### src/rtl/i2s_rx_pkg.sv
// Shared definitions for the I2S slave receiver: register map, EVB masks,
// STATUS bit layout, capture FSM states and the masked-write helper.
package i2s_rx_pkg;

  localparam int WORD_W  = 16;
  localparam int FRAME_W = 32;
  localparam int CNT_W   = 5;

  localparam logic [1:0] EVB_MASK_DUMMY = 2'b00;
  localparam logic [1:0] EVB_MASK_L     = 2'b01;
  localparam logic [1:0] EVB_MASK_H     = 2'b10;
  localparam logic [1:0] EVB_MASK_W     = 2'b11;

  localparam logic [3:0] RX_STATUS_ISSUE = 4'd0;
  localparam logic [3:0] RX_LEVEL_ISSUE  = 4'd1;
  localparam logic [3:0] RX_DATA_ISSUE   = 4'd2;

  localparam int ST_BUSY  = 0;
  localparam int ST_EN    = 1;
  localparam int ST_EMPTY = 2;
  localparam int ST_OVF   = 3;

  typedef enum logic [1:0] {
    CAP_IDLE,
    CAP_ALIGN,
    CAP_SHIFT
  } cap_state_e;

  function automatic logic [31:0] evb_compose(input logic [1:0]  mask,
                                              input logic [31:0] cur,
                                              input logic [31:0] wdata);
    case (mask)
      EVB_MASK_W: evb_compose = wdata;
      EVB_MASK_H: evb_compose = {wdata[31:16], cur[15:0]};
      EVB_MASK_L: evb_compose = {cur[31:16], wdata[15:0]};
      default:    evb_compose = cur;
    endcase
  endfunction

  // Single bit of the composed write word; keeps callers from carrying
  // a full word when only a couple of control bits are writable.
  function automatic logic evb_wr_bit(input logic [1:0]  mask,
                                      input logic [31:0] cur,
                                      input logic [31:0] wdata,
                                      input int          idx);
    logic [31:0] w;
    w = evb_compose(mask, cur, wdata);
    evb_wr_bit = w[idx];
  endfunction

endpackage

### src/rtl/i2s_rx_fifo.sv
// Synchronous frame FIFO; a push into a full FIFO is dropped unless a pop
// frees the slot in the same cycle.
module i2s_rx_fifo #(
  parameter int DEPTH = 8,
  parameter int WIDTH = 32
) (
  input  logic                     clk,
  input  logic                     rst,
  input  logic                     push,
  input  logic [WIDTH-1:0]         push_data,
  input  logic                     pop,
  output logic [WIDTH-1:0]         head,
  output logic                     empty,
  output logic                     full,
  output logic [$clog2(DEPTH):0]   level,
  output logic                     drop
);

  localparam int AW = $clog2(DEPTH);
  localparam int LW = AW + 1;

  logic [WIDTH-1:0] mem [DEPTH];
  logic [AW-1:0]    wr_ptr, rd_ptr;
  logic [LW-1:0]    count;
  logic             push_ok, pop_ok;

  assign empty   = (count == '0);
  assign full    = (count == LW'(DEPTH));
  assign pop_ok  = pop & ~empty;
  assign push_ok = push & (~full | pop_ok);
  assign drop    = push & full & ~pop_ok;
  assign level   = count;
  assign head    = empty ? '0 : mem[rd_ptr];

  always_ff @(posedge clk or posedge rst) begin
    if (rst) begin
      wr_ptr <= '0;
      rd_ptr <= '0;
      count  <= '0;
    end else begin
      if (push_ok) wr_ptr <= wr_ptr + 1'b1;
      if (pop_ok)  rd_ptr <= rd_ptr + 1'b1;
      count <= count + LW'(push_ok) - LW'(pop_ok);
    end
  end

  always_ff @(posedge clk) begin
    if (push_ok) mem[wr_ptr] <= push_data;
  end

endmodule

### src/rtl/i2s_rx.sv
// I2S slave receiver: synchronises bclk/lrclk/data, assembles 16-bit
// chan0/chan1 words into frames, buffers them and exposes stream + EVB access.
module i2s_rx
  import i2s_rx_pkg::*;
#(
  parameter int DEPTH       = 8,
  parameter int SYNC_STAGES = 2
) (
  input  logic        clk,
  input  logic        rst,
  input  logic        io_i2s_bclk,
  input  logic        io_i2s_lrclk,
  input  logic        io_i2s_data,
  input  logic        evb_cmd_request,
  input  logic [3:0]  evb_cmd_addr,
  input  logic [1:0]  evb_cmd_wr_mask,
  input  logic [31:0] evb_cmd_wr_data,
  output logic        evb_cmd_finish,
  output logic [31:0] evb_cmd_rd_data,
  output logic        rx_valid,
  output logic [31:0] rx_data,
  input  logic        rx_ready
);

  // ---------------- input synchronisers ----------------
  logic [SYNC_STAGES-1:0] bclk_sync, lr_sync, data_sync;
  logic                   bclk_hist, lr_hist;
  logic                   bclk_s, lr_s, data_s, bclk_rise, lr_edge;

  always_ff @(posedge clk or posedge rst) begin
    if (rst) begin
      bclk_sync <= '0;
      lr_sync   <= '0;
      data_sync <= '0;
      bclk_hist <= 1'b0;
      lr_hist   <= 1'b0;
    end else begin
      bclk_sync <= {bclk_sync[SYNC_STAGES-2:0], io_i2s_bclk};
      lr_sync   <= {lr_sync[SYNC_STAGES-2:0], io_i2s_lrclk};
      data_sync <= {data_sync[SYNC_STAGES-2:0], io_i2s_data};
      bclk_hist <= bclk_s;
      lr_hist   <= lr_s;
    end
  end

  assign bclk_s    = bclk_sync[SYNC_STAGES-1];
  assign lr_s      = lr_sync[SYNC_STAGES-1];
  assign data_s    = data_sync[SYNC_STAGES-1];
  assign bclk_rise = bclk_s & ~bclk_hist;
  assign lr_edge   = lr_s ^ lr_hist;

  // ---------------- capture FSM ----------------
  cap_state_e        state, state_n;
  logic              chan, chan_n;
  logic [CNT_W-1:0]  bitcnt, bitcnt_n;
  logic [WORD_W-1:0] shift_q, shift_n, low_q, low_n;
  logic              half_ok, half_ok_n;
  logic              frame_push;
  logic              en, overflow, busy;

  always_ff @(posedge clk or posedge rst) begin
    if (rst) begin
      state   <= CAP_IDLE;
      chan    <= 1'b0;
      bitcnt  <= '0;
      shift_q <= '0;
      low_q   <= '0;
      half_ok <= 1'b0;
    end else begin
      state   <= state_n;
      chan    <= chan_n;
      bitcnt  <= bitcnt_n;
      shift_q <= shift_n;
      low_q   <= low_n;
      half_ok <= half_ok_n;
    end
  end

  always_comb begin
    state_n    = state;
    chan_n     = chan;
    bitcnt_n   = bitcnt;
    shift_n    = shift_q;
    low_n      = low_q;
    half_ok_n  = half_ok;
    frame_push = 1'b0;
    if (!en) begin
      state_n   = CAP_IDLE;
      bitcnt_n  = '0;
      half_ok_n = 1'b0;
    end else begin
      case (state)
        CAP_IDLE: state_n = CAP_ALIGN;
        CAP_ALIGN: begin
          if (lr_edge) begin
            state_n  = CAP_SHIFT;
            chan_n   = lr_s;
            bitcnt_n = '0;
            shift_n  = '0;
          end
        end
        CAP_SHIFT: begin
          if (lr_edge) begin
            // Word boundary: keep a full chan0 word, complete on a full chan1.
            if (bitcnt == CNT_W'(WORD_W)) begin
              if (!chan) begin
                low_n     = shift_q;
                half_ok_n = 1'b1;
              end else if (half_ok) begin
                frame_push = 1'b1;
                half_ok_n  = 1'b0;
              end
            end else begin
              half_ok_n = 1'b0;
            end
            chan_n   = lr_s;
            bitcnt_n = '0;
            shift_n  = '0;
          end else if (bclk_rise && bitcnt < CNT_W'(WORD_W)) begin
            shift_n  = {shift_q[WORD_W-2:0], data_s};
            bitcnt_n = bitcnt + 1'b1;
          end
        end
        default: state_n = CAP_IDLE;
      endcase
    end
  end

  assign busy = (state != CAP_IDLE);

  // ---------------- frame FIFO ----------------
  logic [FRAME_W-1:0]      fifo_head;
  logic                    fifo_empty, fifo_full, fifo_drop, fifo_pop, evb_pop;
  logic [$clog2(DEPTH):0]  fifo_level;

  i2s_rx_fifo #(.DEPTH(DEPTH), .WIDTH(FRAME_W)) u_fifo (
    .clk       (clk),
    .rst       (rst),
    .push      (frame_push),
    .push_data ({shift_q, low_q}),
    .pop       (fifo_pop),
    .head      (fifo_head),
    .empty     (fifo_empty),
    .full      (fifo_full),
    .level     (fifo_level),
    .drop      (fifo_drop)
  );

  assign rx_valid = ~fifo_empty;
  assign rx_data  = fifo_head;
  // Stream and EVB pops collapse into one; both see the same head.
  assign fifo_pop = (rx_valid & rx_ready) | evb_pop;

  // ---------------- EVB register port ----------------
  logic        accept, status_wr;
  logic [31:0] status_word, rd_val;

  assign accept      = evb_cmd_request & ~evb_cmd_finish;
  assign status_word = {28'h0, overflow, fifo_empty, en, busy};
  assign status_wr   = accept && (evb_cmd_addr == RX_STATUS_ISSUE) &&
                       (evb_cmd_wr_mask != EVB_MASK_DUMMY);
  assign evb_pop     = accept && (evb_cmd_addr == RX_DATA_ISSUE) &&
                       (evb_cmd_wr_mask == EVB_MASK_DUMMY);

  always_comb begin
    rd_val = '0;
    case (evb_cmd_addr)
      RX_STATUS_ISSUE: rd_val = status_word;
      RX_LEVEL_ISSUE:  rd_val = 32'(fifo_level);
      RX_DATA_ISSUE:   rd_val = fifo_head;
      default:         rd_val = '0;
    endcase
  end

  always_ff @(posedge clk or posedge rst) begin
    if (rst) begin
      evb_cmd_finish  <= 1'b0;
      evb_cmd_rd_data <= '0;
      en              <= 1'b0;
      overflow        <= 1'b0;
    end else begin
      evb_cmd_finish  <= accept;
      evb_cmd_rd_data <= accept ? rd_val : '0;
      if (status_wr)
        en <= evb_wr_bit(evb_cmd_wr_mask, status_word, evb_cmd_wr_data, ST_EN);
      if (fifo_drop)
        overflow <= 1'b1;
      else if (status_wr &&
               evb_wr_bit(evb_cmd_wr_mask, status_word, evb_cmd_wr_data, ST_OVF))
        overflow <= 1'b0;
    end
  end

endmodule

### config.mk
export PLATFORM = sky130hd
export DESIGN_NAME = i2s_rx
export DESIGN_NICKNAME = d
export VERILOG_FILES = /design/src/rtl/i2s_rx_pkg.sv /design/src/rtl/i2s_rx_fifo.sv /design/src/rtl/i2s_rx.sv
export SDC_FILE = /design/constraint.sdc
export NUM_CORES = 1
export LEC_CHECK = 0
export BUFFER_PORTS_ARGS = -buffer_cell sky130_fd_sc_hd__buf_2
export CAP_MARGIN = 20
export CORE_MARGIN = 1.5
export CORE_UTILIZATION = 30
export CTS_BUF_LIST = sky130_fd_sc_hd__clkbuf_8
export DETAILED_ROUTE_END_ITERATION = 7
export SLEW_MARGIN = 15
export SYNTH_ARGS = -nofsm -noshare
export SYNTH_HDL_FRONTEND = slang
export SYNTH_SLANG_ARGS = --single-unit
### constraint.sdc
create_clock -name clk -period 9.15 [get_ports clk]
set_input_delay 1.83 -clock clk [delete_from_list [all_inputs] [get_ports clk]]
set_output_delay 1.83 -clock clk [all_outputs]
set_load 0.02 [all_outputs]
[Yosys cells after proc, flatten, opt, wreduce, memory -nomap -nowiden]
Memories as Yosys holds them, arrays and structs flattened.
Index checks and enable logic that the tools add are counted.
Operators by class
  add/subtract/negate cells: 5
  $mul: 0
  div/mod/pow operators: 0
  magnitude comparators: 1
  equality and inequality tests: 17
  shift operators: 0
  mux-type cells: 32
  bitwise logic cells: 16
  reductions and logical operators: 21
Operators with widths (number)
  case mux 32 bit (3 select lines): 1
  two-way mux 32 bit: 2
  two-way mux 16 bit: 3
  case mux 16 bit (2 select lines): 1
  two-way mux 5 bit: 4
  two-way mux 1 bit: 15
  case mux 4 bit (3 select lines): 1
  case mux 5 bit (2 select lines): 1
  zero test 4 bit: 2
  nonzero test 2 bit: 4
  bitwise AND 1 bit: 7
  adder 3 x 1 -> 3 bit, second input constant: 2
  == test 2 bit, second input constant: 3
  logical AND 1 bit: 6
  != test 2 bit, second input constant: 3
  != test 3 bit, second input constant: 2
  inverter 1 bit: 6
  case mux 2 bit (3 select lines): 1
  AND reduction 3 bit: 2
  adder 5 x 1 -> 5 bit, second input constant: 1
  == test 5 bit, second input constant: 1
  less-than comparator 5 bit, second input constant: 1
  AND reduction 5 bit: 1
  adder 4 x 1 -> 4 bit: 1
  other kinds (16): 21
Word-level totals
  register bits: 94
  latch bits: 0
  memory bits (writable): 256
  memory bits (read-only): 0
  input port bits: 45
  output and inout port bits: 66
  memories: 1
Memory list
  u_fifo.mem: words 8, bits a word 32, read ports 1, clocked after memory_dff 0, wr ports 1, RTL line i2s_rx_fifo.sv:22  | logic [WIDTH-1:0] mem [DEPTH];

[Depth between registers and ports, before layout]
  depth in word-level cells: 12
  depth in mapped cells: 12
  gate-level depth less buffers: 10

[Modules after synthesis]
From an unflattened synthesis, not the netlist that was laid out.
Second synthesis, totals
  cell total of the unflattened synthesis: 708
  area, all modules: 13521.7 um2
Modules (own cells, without submodules)
  i2s_rx_fifo: times used 1, cells each 435, area an instance 10198.5 um2, sequential area each 7937.6 um2
  i2s_rx: times used 1, cells each 273, area an instance 3323.2 um2, sequential area each 2102.0 um2

[Least setup slack after synthesis]
Ideal clock, no wire load.
  kind: input to register
  from: input evb_cmd_addr[3]
  to: memory u_fifo.mem[2][0], enable pin
  setup time: 0.502 ns
  data arrival time: 5.865 ns
  data required time: 8.648 ns
  setup slack: 2.783 ns
  stages on the path: 5
  path buffers: 1
  cell sequence: nor4b_2 -> nand4_1 -> a21oi_2 -> buf_6 -> nor4bb_1
Between the ends
  longest elaborated chain between the ends: 9
RTL lines
  start: declaration: RTL line i2s_rx.sv:15  | input logic [3:0] evb_cmd_addr,
  == test 4 x 2 -> 1 bit: RTL line i2s_rx.sv:162  | assign evb_pop = accept && (evb_cmd_addr == RX_DATA_ISSUE) &&
  logical AND 1 bit (2 in a row): RTL line i2s_rx.sv:162
  OR 1 bit: RTL line i2s_rx.sv:152  | assign fifo_pop = (rx_valid & rx_ready) | evb_pop;
  bitwise AND 1 bit: RTL line i2s_rx_fifo.sv:29  | assign pop_ok = pop & ~empty;
  OR 1 bit: RTL line i2s_rx_fifo.sv:30  | assign push_ok = push & (~full | pop_ok);
  bitwise AND 1 bit: RTL line i2s_rx_fifo.sv:30
  named net u_fifo.push_ok: RTL line i2s_rx_fifo.sv:25  | logic push_ok, pop_ok;
  two-way mux 1 bit: RTL line i2s_rx_fifo.sv:48  | if (push_ok) mem[wr_ptr] <= push_data;
  two-way mux 1 bit (not written as such): RTL line i2s_rx_fifo.sv:48
  end: declaration: RTL line i2s_rx_fifo.sv:22
The timed path passes the listed nets, and every way through them passes these cells.

[Worst setup path in the final report]
  from: register u_fifo.rd_ptr[0]
  to: output rx_data[2]
Between the ends
  longest elaborated chain between the ends: 2
RTL lines
  start: declaration: RTL line i2s_rx_fifo.sv:23  | logic [AW-1:0] wr_ptr, rd_ptr;
  start signal: assignment: RTL line i2s_rx_fifo.sv:42  | if (pop_ok) rd_ptr <= rd_ptr + 1'b1;
  memory (8 x 32 bit)
  two-way mux 32 bit: RTL line i2s_rx_fifo.sv:33  | assign head = empty ? '0 : mem[rd_ptr];
  end: declaration: RTL line i2s_rx.sv:21  | output logic [31:0] rx_data,
Every way passes these cells.

==> results.sh <==
export IMPL_leakagePower_nw=6.448
export IMPL_clk_pin_slew_worst_paths_ns=0.06
export IMPL_clock_sinks=350
export IMPL_cts_tree="done"
export IMPL_buffer_ports_inserted=80
export IMPL_timing_clock_skew_ns=0.02137
export IMPL_synth_edf_count=256
export IMPL_grt_use_total=0.1232
export IMPL_detail_route_iter0_violations=457
export IMPL_hold_violations=0
export IMPL_signed_area_change_from_the_synthesized_netlist_to_the_final_layout_pct=16.61
export IMPL_synth_xor_area_share=0.005115
export IMPL_worst_ir_drop_vdd_mv=0.1281
export IMPL_max_freq_ghz=0.1933
export IMPL_commonest_register_cell_after_synthesis="sky130_fd_sc_hd__edfxtp_1"
export IMPL_wl_per_cell_um=18.56
export IMPL_layout_min_cycle_time_ns=5.174
export IMPL_pin_count_of_the_biggest_net_entering_global_routing=61
export IMPL_holdBufCountCts=0
export IMPL_status="complete, no violations"
export IMPL_cts_path_max_buffers=3
export IMPL_globalRoute_totalOverflow=0
export IMPL_period_share=0.5655
export IMPL_final_max_slew_viol_count=0
export IMPL_seq_area_frac_synth=0.7329
export IMPL_ant_nets=0
export IMPL_syn_nets=817
export IMPL_ctsRootBufferMaster="sky130_fd_sc_hd__clkbuf_8"
export IMPL_clock_latency_reported_for_the_late_side_of_the_worst_skew_pair_ns=0.63
export IMPL_antenna_diode_count=0
export IMPL_synth_avg_cell_area_sq_um=18.10
export IMPL_totalWireLength_um=28300
export IMPL_floorplan_rows=78
export IMPL_power_density_mw_per_mm2=228.2
export IMPL_route_detailed_vias_per_inst=4.556
export IMPL_global_route_wire_length_before_repair_um=43350
export IMPL_finalWorstSetupSlack_ns=3.976
export IMPL_die_h_um=216.7
export IMPL_crit_type="register to output pin"
export IMPL_grt_setup_unrepaired="no"
export IMPL_drt_pass1_iter_count=4
export IMPL_setup_tns_final_ns=0
export IMPL_cp_endpoint_kind="output pin"
export IMPL_boundaryPins=111
export IMPL_post_synth_mux_area_share=0.1274
export IMPL_synthesis_area_sq_mm=0.01370
export IMPL_path_max_fanout=34
export IMPL_gate_count_post_synth=757
export IMPL_detail_route_drc_violations=0
export IMPL_dieWidth_um=216.7
export IMPL_core_area_sq_mm=0.04519
export IMPL_cts_post_setup_buffers_inserted=0
export IMPL_crit_required_ns=7.32
export IMPL_most_common_layout_cells="sky130_fd_sc_hd__edfxtp_1 (256), sky130_fd_sc_hd__dfrtp_1 (91), sky130_fd_sc_hd__buf_2 (80)"
export IMPL_initial_utilization=0.3032
export IMPL_postCtsResizedCells=0
export IMPL_ctsHtreeMaxLevel=2
export IMPL_synth_seq_cells=350
export IMPL_drive_gt1_frac=0.2843
export IMPL_worstPathArrival_ns=3.34
export IMPL_vias_in_the_first_global_route=7204
export IMPL_post_synth_and_or_nand_nor_area_fraction=0.06640
export IMPL_worst_hold_path_type="register to register"
export IMPL_max_slew_margin=0.3942
export IMPL_setup_violations=0
export IMPL_final_wtd_congestion=0.7020
export IMPL_place_detailed_hpwl_um=15060
export IMPL_post_synth_fa_ha_maj_area_fraction=0.01425
export IMPL_worst_pin_slew_ns=0.9086
export IMPL_number_of_buffers_created_by_cts=57
export IMPL_design_final_nets=936
export IMPL_die_area_sq_mm=0.04695
export IMPL_yosys_warnings=0
export IMPL_detailedPlace_worstSlack_ns=4.445
export IMPL_layout_commonest_cell="sky130_fd_sc_hd__edfxtp_1"
export IMPL_timing_max_cap_violations=0
export IMPL_synth_top_family_by_area="multiplexers"
export IMPL_ys_types=52
export IMPL_antenna_found_initial=0
export IMPL_vias=6948
export IMPL_synth_compound_area_frac=0.03361
export IMPL_postSynth_asyncResetShare=0.2686
export IMPL_worst_setup_path_start_kind="register"
## synthesized netlist by cell type (6+ instances only)
cell                       count  area (sq um)
sky130_fd_sc_hd__a21oi_2       7         61.31
sky130_fd_sc_hd__nor2_1       10         37.54
sky130_fd_sc_hd__a21oi_1      27         135.1
sky130_fd_sc_hd__inv_1        14         52.55
sky130_fd_sc_hd__mux2i_1       9         90.09
sky130_fd_sc_hd__buf_2         7         35.03
sky130_fd_sc_hd__dfrtp_1      94          2352
sky130_fd_sc_hd__nand2b_1     29         181.4
sky130_fd_sc_hd__nand2_1      68         255.2
sky130_fd_sc_hd__edfxtp_1    256          7687
sky130_fd_sc_hd__ha_1         14         175.2
sky130_fd_sc_hd__nor2b_1      28         175.2
sky130_fd_sc_hd__xor2_1        6         52.55
sky130_fd_sc_hd__clkbuf_1     18         67.56
sky130_fd_sc_hd__mux4_2       64          1441
sky130_fd_sc_hd__o21ai_1      19         95.09
sky130_fd_sc_hd__mux2_1       19         214.0
## power breakdown
group          leakage [nW]  internal [mW]  total [mW]  switching [mW]
clock                 0.678          0.763        1.38           0.621
sequential             4.13           1.71        1.82           0.113
combinational          1.64          0.203       0.438           0.235
total                  6.45           2.68        3.65           0.969
## logic make-up (layout without fill, tap and decap cells)
| kind of cell | count (synthesis) | count (layout) |
|---|---|---|
| buffers and inverters | 51 | 219 |
| XOR/XNOR | 8 | 8 |
| flip-flops | 350 | 350 |
| multiplexers | 92 | 92 |
| AND/OR/NAND/NOR | 168 | 168 |
| AO/OA/AOI/OAI | 73 | 73 |
| adder cells (fa/ha/maj) | 15 | 15 |
## area by class of cell
type                            instances  area (sq um)
Clock buffer                           68         935.9
Clock inverter                         40         259.0
Fill cell                            4216         29210
Inverter                               16         65.06
Multi-Input combinational cell        356          3403
Sequential cell                       350         10050
Tap cell                              600         750.7
Timing Repair Buffer                   95         513.0
## critical path: stages (launching register included)
cell and delay, ns:
sky130_fd_sc_hd__dfrtp_4 0.88, sky130_fd_sc_hd__buf_4 0.68, sky130_fd_sc_hd__mux4_2 0.58, sky130_fd_sc_hd__mux2i_1 0.32
sky130_fd_sc_hd__nor2_1 0.07, sky130_fd_sc_hd__buf_2 0.18
## per-stage QoR
step	utilization	instance area, sq um	hold WS (ns)	power [mW]	std cells
floorplan	-	13700	0.3312	2.202	757
global placement	0.3270	14780	0.3425	2.305	1417
detailed placement	0.3270	14780	0.3490	2.311	1417
CTS	0.3535	15970	0.3617	3.716	1525
global route	0.3535	15970	0.3610	3.817	1525
finish	0.3535	15970	0.3559	3.645	1525
## metal layers
metal	up-vias	routed length, um	global-route usage
met5	-	0	0
met4	0	483	0.03634
met3	45	1272	0.02975
met2	137	13880	0.2046
met1	3624	12660	0.1600
li1	3142	-	-
## state kept, by name, summed over array words and instances (netlist names), 3 cells and up
name and count:
u_fifo.mem 256, bitcnt 5, u_fifo.wr_ptr 3, u_fifo.level 4
evb_cmd_rd_data 32, shift_q 16, u_fifo.rd_ptr 3, low_q 16
## path summary, 6_finish.rpt
| path | start | to | slack (ns) | depth (start not counted) |
|---|---|---|---|---|
| max in group asynchronous | rst | evb_cmd_rd_data[27]$_DFF_PP0_ | 6.62 | 3 |
| worst min-delay path | lr_sync[0]$_DFF_PP0_ | lr_sync[1]$_DFF_PP0_ | 0.36 | 0 |
| worst max-delay path | u_fifo.rd_ptr[0]$_DFFE_PP0P_ | rx_data[2] | 3.98 | 5 |
| worst max register to register | u_fifo.level[2]$_DFF_PP0_ | u_fifo.mem[2][22]$_DFFE_PP_ | 6.02 | 9 |
| min in group asynchronous | rst | data_sync[0]$_DFF_PP0_ | 1.24 | 2 |
| worst min register to register | lr_sync[0]$_DFF_PP0_ | lr_sync[1]$_DFF_PP0_ | 0.36 | 0 |
No activity file was read; power rests on OpenSTA's default activity.
